===== config.mk =====
export PLATFORM = sky130hd
export DESIGN_NAME = asym_fifo_ctrl_flat
export DESIGN_NICKNAME = d
export VERILOG_FILES = /design/src/rtl/asym_fifo_pkg.sv /design/src/rtl/asym_fifo_ctrl_if.sv /design/src/rtl/asym_fifo_storage.sv /design/src/rtl/asym_fifo_ctrl.sv /design/src/flat_wrapper.sv
export SDC_FILE = /design/constraint.sdc
export NUM_CORES = 2
export LEC_CHECK = 0
export CAP_MARGIN = 20
export CELL_PAD_IN_SITES_DETAIL_PLACEMENT = 1
export CELL_PAD_IN_SITES_GLOBAL_PLACEMENT = 2
export CORE_ASPECT_RATIO = 1.75
export CORE_MARGIN = 1
export CORE_UTILIZATION = 40
export DETAILED_ROUTE_END_ITERATION = 7
export HOLD_SLACK_MARGIN = 0.12
export PLACE_DENSITY_LB_ADDON = 0.1
export REMOVE_ABC_BUFFERS = 1
export SKIP_CTS_REPAIR_TIMING = 1
export SLEW_MARGIN = 20
export SYNTH_ARGS = -nofsm -noshare
export SYNTH_HDL_FRONTEND = slang
export SYNTH_SLANG_ARGS = --single-unit
export TNS_END_PERCENT = 1

===== constraint.sdc =====
create_clock -name clk -period 5.8 [get_ports clk]
set_clock_uncertainty 0.2 [all_clocks]
set_input_delay 1.16 -clock clk [delete_from_list [all_inputs] [get_ports clk]]
set_output_delay 1.16 -clock clk [all_outputs]
set_load 0.01 [all_outputs]

===== src/rtl/asym_fifo_pkg.sv =====
// Shared constants and elaboration-time helpers for the asymmetric (wide-in / narrow-out) FIFO.
package asym_fifo_pkg;

  localparam int unsigned DEF_WIDTH_IN  = 64;
  localparam int unsigned DEF_WIDTH_OUT = 8;
  localparam int unsigned DEF_DEPTH_IN  = 32;

  function automatic int unsigned clog2u(input int unsigned v);
    int unsigned r;
    r = 0;
    for (int unsigned p = 1; p < v; p = p << 1) r++;
    return r;
  endfunction

  function automatic logic is_pow2(input int unsigned v);
    return (v != 0) && ((v & (v - 1)) == 0);
  endfunction

  // Legal geometry: integer ratio, ratio and depth both powers of two and at least 2.
  function automatic logic geometry_ok(input int unsigned width_in,
                                       input int unsigned width_out,
                                       input int unsigned depth_in);
    if (width_out == 0) return 1'b0;
    if ((width_in % width_out) != 0) return 1'b0;
    if (!is_pow2(width_in / width_out) || (width_in / width_out) < 2) return 1'b0;
    return is_pow2(depth_in) && (depth_in >= 2);
  endfunction

endpackage


===== src/rtl/asym_fifo_ctrl_if.sv =====
// Write/read handshake bundle for asym_fifo_ctrl; the controller uses the slave modport.
interface asym_fifo_ctrl_if
  import asym_fifo_pkg::*;
#(
  parameter int unsigned WIDTH_IN  = DEF_WIDTH_IN,
  parameter int unsigned WIDTH_OUT = DEF_WIDTH_OUT,
  parameter int unsigned DEPTH_IN  = DEF_DEPTH_IN
);
  localparam int unsigned LEVEL_WIDTH = clog2u(DEPTH_IN * (WIDTH_IN / WIDTH_OUT)) + 1;

  logic                   in_valid;
  logic                   in_ready;
  logic [WIDTH_IN-1:0]    in_data;
  logic                   out_valid;
  logic                   out_ready;
  logic [WIDTH_OUT-1:0]   out_data;
  logic [LEVEL_WIDTH-1:0] level;

  modport master (
    output in_valid, in_data, out_ready,
    input  in_ready, out_valid, out_data, level
  );

  modport slave (
    input  in_valid, in_data, out_ready,
    output in_ready, out_valid, out_data, level
  );

endinterface


===== src/rtl/asym_fifo_storage.sv =====
// Distributed RAM: wide synchronous write, narrow asynchronous read addressed as {word, lane}.
module asym_fifo_storage
  import asym_fifo_pkg::*;
#(
  parameter int unsigned WIDTH_IN  = DEF_WIDTH_IN,
  parameter int unsigned WIDTH_OUT = DEF_WIDTH_OUT,
  parameter int unsigned DEPTH_IN  = DEF_DEPTH_IN
) (
  input  logic                                           clk,
  input  logic                                           wr_en,
  input  logic [clog2u(DEPTH_IN)-1:0]                    wr_addr,
  input  logic [WIDTH_IN-1:0]                            wr_data,
  input  logic [clog2u(DEPTH_IN*(WIDTH_IN/WIDTH_OUT))-1:0] rd_addr,
  output logic [WIDTH_OUT-1:0]                           rd_data
);
  localparam int unsigned RATIO        = WIDTH_IN / WIDTH_OUT;
  localparam int unsigned LOG2_RATIO   = clog2u(RATIO);
  localparam int unsigned ADDR_B_WIDTH = clog2u(DEPTH_IN * RATIO);

  logic [RATIO-1:0][WIDTH_OUT-1:0] mem [DEPTH_IN];

  always_ff @(posedge clk) begin
    if (wr_en) mem[wr_addr] <= wr_data;
  end

  always_comb begin
    rd_data = mem[rd_addr[ADDR_B_WIDTH-1:LOG2_RATIO]][rd_addr[LOG2_RATIO-1:0]];
  end

endmodule


===== src/rtl/asym_fifo_ctrl.sv =====
// Wide-in / narrow-out FIFO controller: pointers, full/empty, fill level and slice order.
// Optional macro ASYM_FIFO_MSB_FIRST_EN emits the most-significant slice of each word first.
module asym_fifo_ctrl
  import asym_fifo_pkg::*;
#(
  parameter int unsigned WIDTH_IN  = DEF_WIDTH_IN,
  parameter int unsigned WIDTH_OUT = DEF_WIDTH_OUT,
  parameter int unsigned DEPTH_IN  = DEF_DEPTH_IN
) (
  input  logic             clk,
  input  logic             rst,
  asym_fifo_ctrl_if.slave  bus
);
  localparam int unsigned RATIO        = WIDTH_IN / WIDTH_OUT;
  localparam int unsigned DEPTH_OUT    = DEPTH_IN * RATIO;
  localparam int unsigned ADDR_A_WIDTH = clog2u(DEPTH_IN);
  localparam int unsigned ADDR_B_WIDTH = clog2u(DEPTH_OUT);
  localparam int unsigned LOG2_RATIO   = clog2u(RATIO);

  if (!geometry_ok(WIDTH_IN, WIDTH_OUT, DEPTH_IN)) begin : g_bad_geometry
    $error("asym_fifo_ctrl: WIDTH_IN must be a power-of-2 multiple (>=2) of WIDTH_OUT and DEPTH_IN a power of 2 (>=2)");
  end

  logic [ADDR_A_WIDTH:0]   wr_ptr;
  logic [ADDR_B_WIDTH:0]   rd_ptr;
  logic [ADDR_A_WIDTH:0]   rd_word;
  logic [ADDR_A_WIDTH:0]   wide_count;
  logic [LOG2_RATIO-1:0]   lane;
  logic [LOG2_RATIO-1:0]   lane_sel;
  logic [ADDR_B_WIDTH-1:0] rd_addr;
  logic                    full;
  logic                    empty;
  logic                    wr_en;
  logic                    rd_en;

  // Flags compare at wide granularity, so a partly read word keeps its slot until its last lane goes.
  always_comb begin
    rd_word    = rd_ptr[ADDR_B_WIDTH:LOG2_RATIO];
    lane       = rd_ptr[LOG2_RATIO-1:0];
    full       = (wr_ptr[ADDR_A_WIDTH] != rd_word[ADDR_A_WIDTH]) &&
                 (wr_ptr[ADDR_A_WIDTH-1:0] == rd_word[ADDR_A_WIDTH-1:0]);
    empty      = (wr_ptr == rd_word);
    wr_en      = bus.in_valid && !full;
    rd_en      = bus.out_ready && !empty;
    wide_count = wr_ptr - rd_word;
`ifdef ASYM_FIFO_MSB_FIRST_EN
    lane_sel   = ~lane;
`else
    lane_sel   = lane;
`endif
    rd_addr    = {rd_word[ADDR_A_WIDTH-1:0], lane_sel};
  end

  assign bus.in_ready  = !full;
  assign bus.out_valid = !empty;
  assign bus.level     = {wide_count, {LOG2_RATIO{1'b0}}} - {{(ADDR_A_WIDTH+1){1'b0}}, lane};

  always_ff @(posedge clk) begin
    if (rst) begin
      wr_ptr <= '0;
      rd_ptr <= '0;
    end else begin
      if (wr_en) wr_ptr <= wr_ptr + (ADDR_A_WIDTH+1)'(1);
      if (rd_en) rd_ptr <= rd_ptr + (ADDR_B_WIDTH+1)'(1);
    end
  end

  asym_fifo_storage #(
    .WIDTH_IN  (WIDTH_IN),
    .WIDTH_OUT (WIDTH_OUT),
    .DEPTH_IN  (DEPTH_IN)
  ) u_storage (
    .clk     (clk),
    .wr_en   (wr_en),
    .wr_addr (wr_ptr[ADDR_A_WIDTH-1:0]),
    .wr_data (bus.in_data),
    .rd_addr (rd_addr),
    .rd_data (bus.out_data)
  );

endmodule


===== src/flat_wrapper.sv =====
// flat-port wrapper written by rule: the top's interface ports become plain ports
module asym_fifo_ctrl_flat import asym_fifo_pkg::*;
#(
  parameter int unsigned WIDTH_IN  = DEF_WIDTH_IN,
  parameter int unsigned WIDTH_OUT = DEF_WIDTH_OUT,
  parameter int unsigned DEPTH_IN  = DEF_DEPTH_IN
)
  (clk, rst, bus_in_valid, bus_in_data, bus_out_ready, bus_in_ready, bus_out_valid, bus_out_data, bus_level);
  asym_fifo_ctrl_if #(.WIDTH_IN(WIDTH_IN), .WIDTH_OUT(WIDTH_OUT), .DEPTH_IN(DEPTH_IN)) bus_i ();
  input  logic clk;
  input  logic rst;
  input wire logic [$bits(bus_i.in_valid)-1:0] bus_in_valid;
  input wire logic [$bits(bus_i.in_data)-1:0] bus_in_data;
  input wire logic [$bits(bus_i.out_ready)-1:0] bus_out_ready;
  output wire logic [$bits(bus_i.in_ready)-1:0] bus_in_ready;
  output wire logic [$bits(bus_i.out_valid)-1:0] bus_out_valid;
  output wire logic [$bits(bus_i.out_data)-1:0] bus_out_data;
  output wire logic [$bits(bus_i.level)-1:0] bus_level;
  assign bus_i.in_valid = bus_in_valid;
  assign bus_i.in_data = bus_in_data;
  assign bus_i.out_ready = bus_out_ready;
  assign bus_in_ready = bus_i.in_ready;
  assign bus_out_valid = bus_i.out_valid;
  assign bus_out_data = bus_i.out_data;
  assign bus_level = bus_i.level;
  asym_fifo_ctrl #(.WIDTH_IN(WIDTH_IN), .WIDTH_OUT(WIDTH_OUT), .DEPTH_IN(DEPTH_IN)) u_core (.clk(clk), .rst(rst), .bus(bus_i));
endmodule

==> summary.md <==
| Metric | Value |
|---|---|
| Post-route ant nets | 0 |
| Max transition margin | 0.232 |
| Max cap viols | 0 |
| Slowest-stage cell, CP | mux4_1 |
| Gr usage total | 0.252 |
| Hold WS | 0.390 ns |
| Met3 global-route usage | 0.0274 |
| Share of cells above drive strength 1 | 0.274 |
| Clock Sinks | 2,068 |
| Die Area | 201,000 um2 |
| Area Growth Syn to Fin | 15.3% |
| Cells after synthesis | 3,523 |
| Fin util | 0.464 |
| HPWL Detailed | 147,000 um |
| Final-report max-slew violation count | 0 |
| Die width | 339 um |
| Reg-to-Reg Start | u_core.wr_ptr[2] |
| Hold Vio Cnt, Final | 0 |
| Slowest stage delay, CP | 0.61 ns |
| CTS tree | done |
| Die Y | 592 um |
| Vias in the first global route | 42,500 |
| Routed WL | 254,000 um |
| Avg Inst Size Synth | 22.6 um2 |
| Worst EP required | 4.44 ns |
| Synthesis-stage register bit count | 2,068 |
| Drt first-iter violations | 3,761 |
| Post-route setup slack | -0.0427 ns |
| Data arrival, critical path | 4.48 ns |
| Core area | 198,000 um2 |
| Worst-case clock buffer depth | 4 |
| Clk Latency, worst-skew pair | 0.84 ns |
| Via count | 39,600 |
| Routed wire per std cell | 38.2 um |
| PD cells | 323 nW/um2 |
| Ys flop type | edfxtp_1 |
| First-pass GRT wire length | 349,000 um |
| Reg clk slew, reported paths | 0.07 ns |
| Boundary Pins | 87 |
| # rows | 216 |
| VDD IR max | 235 uV |
| Sequential-to-total area share from yosys stat | 0.777 |
| Reg area | 61,900 um2 |
| Initial antenna violation count | 13 |
| CP Launch Type | flop |
| Synthesis Warnings | 0 |
| Critical path fanouts, max | 22 |
| Status | finished with violations |
| Critical path buffers and inverters | 5 |
| Post-synth EDFFs | 2,048 |
| Hold path start | u_core.rd_ptr[8] |
| Fill count | 17,800 |
| DR DRC count | 0 |
| Post-Syn Area | 79,700 um2 |
| M1 GR Usage | 0.314 |
| Fin crit share | 1.01 |
| 1st-pass router iterations | 5 |
| Area of the multi-input gates | 16,700 um2 |
| Placer Congestion | 0.776 |
| Setup Viol. Count Final | 1 |
| CP endpoint kind | primary output |
| GR Util met2 | 0.457 |
| Critical-path cell list | buf_12 > buf_4 > buf_12 > mux4_1 > mux4_2 > o22ai_1 > nor3_1 > buf_4 > or4b_1 > clkdlybuf4s50_1 |
| Overflow after GRT | 0 |
| Max Clock Freq | 171 MHz |
| Slew @ Worst Pin | 1.15 ns |
| Fin nets | 3,961 |
| CTS Buf Count | 195 |
| Violated checks | negative setup slack |
| Kind of critical path | reg -> out |
| Final period demand of the worst path | 5.84 ns |
| Worst hold path class | reg -> reg |
| Leakage | 27.8 nW |
| Yosys cell types | 73 |
| H-tree depth | 4 |
| RSZ-0062 raised after global routing | true |
| Clk root buf | clkbuf_16 |
| Initial Util | 0.403 |
| Vias/cell | 5.96 |
| Fraction of registers with async set/reset | 0 |
| Port Buffers | 86 |
| Largest net degree at the start of global routing | 56 |
| Gr busiest metal | met2 |
| Family with the most delay on the worst path | buffers and inverters |
report_power, final:
part / switching (mW) / internal, mW
Clock: 5.56 / 6.82
Combinational: 0.553 / 0.219
Sequential: 0.0268 / 16.5
Total: 6.14 / 23.6
state kept, by name, summed over array words and instances (netlist names), named ones only:
signal                cells
u_core.u_storage.mem   2048
u_core.wr_ptr             6
u_core.rd_ptr             9
path summary, 6_finish.rpt:
path                                                     to  slack [ns]  cells after the start
worst min register to register             u_core.rd_ptr[8]        0.39                      2
worst min-delay path                       u_core.rd_ptr[8]        0.39                      2
worst max-delay path                        bus_out_data[0]       -0.04                     10
worst max register to register  u_core.u_storage.mem[22][8]        1.45                      7
layer usage:
metal	wire length (um)	vias up
met5	30	-
met4	8970	6
met3	10800	403
met2	135000	1265
met1	98800	22200
li1	-	15800
cell usage after synthesis (all sizes together), types with 13 or more instances:
| master | instances | area [um2] |
|---|---|---|
| edfxtp | 2048 | 61500 |
| a22o | 15 | 131 |
| a211oi | 16 | 120 |
| a22oi | 62 | 465 |
| o22ai | 39 | 244 |
| nand4 | 16 | 100 |
| nor2 | 85 | 319 |
| mux4 | 498 | 11300 |
| nand2 | 77 | 289 |
| inv | 16 | 60.1 |
| o21ai | 26 | 130 |
| a221oi | 13 | 114 |
| buf | 127 | 1040 |
| mux2i | 103 | 1030 |
| clkbuf | 59 | 225 |
| xnor2 | 13 | 114 |
| o221ai | 25 | 219 |
| nand3 | 24 | 120 |
| dfxtp | 20 | 400 |
| nor3 | 23 | 115 |
| a21oi | 53 | 265 |
stage by stage:
stage	setup WS (ns)	TNS (ns)	std cells	power (mW)	instance area, um2
global route	-0.153	-0.359	6648	30.4	91900
finish	-0.0427	-0.0427	6652	29.7	91900
CTS	-0.386	-2.27	6633	30.0	91700
detailed placement	0.525	0	6287	17.7	85700
floorplan	-20.00	-154.40	3335	17.1	78400
global placement	0.565	0	6287	17.6	85700
worst register-to-register path: cells and delay by family, from the launching register on:
family        cells  cell delay (ns)
simple gates      5             2.27
fa+ha+maj         1             0.36
buf+inv           1             0.52
flops             1             0.60
area by class of cell:
| type | count | share of cell area |
|---|---|---|
| multi-input combinational | 1249 | 0.182 |
| clock buffer | 237 | 0.0555 |
| antenna | 6 | 0.000163 |
| timing repair buffer | 349 | 0.0421 |
| inverter | 18 | 0.000790 |
| tap | 2616 | 0.0356 |
| clock inverter | 109 | 0.00959 |
| sequential | 2068 | 0.674 |
layout by cell type (no fill, tap or decap), drive strengths merged, types with 12 or more instances in the layout:
master / n
edfxtp: 2048
nor2: 85
xnor2: 13
nor2b: 12
a22o: 15
clkinv: 85
nand3: 24
a21oi: 53
a211oi: 16
inv: 18
a22oi: 62
o21ai: 26
mux2: 12
dfxtp: 20
clkbuf: 238
nand2: 77
nor3: 23
o22ai: 39
mux2i: 103
mux4: 498
o221ai: 25
bufinv: 13
a221oi: 13
clkdlybuf4s50: 61
buf: 284
nand4: 16
cell families (layout without fill, tap and decap cells):
group	after synthesis	after routing	share of synthesized area
xor gates and xnor gates	24	24	0.00281
buffers and inverters	206	713	0.0170
adders and majority gates	12	12	0.00198
and+or+nand+nor	289	289	0.0173
muxes	613	613	0.156
other	0	6	0
DFF	2068	2068	0.777
AOI/OAI and AO/OA	311	311	0.0276
No activity file was read; power rests on OpenSTA's default activity.
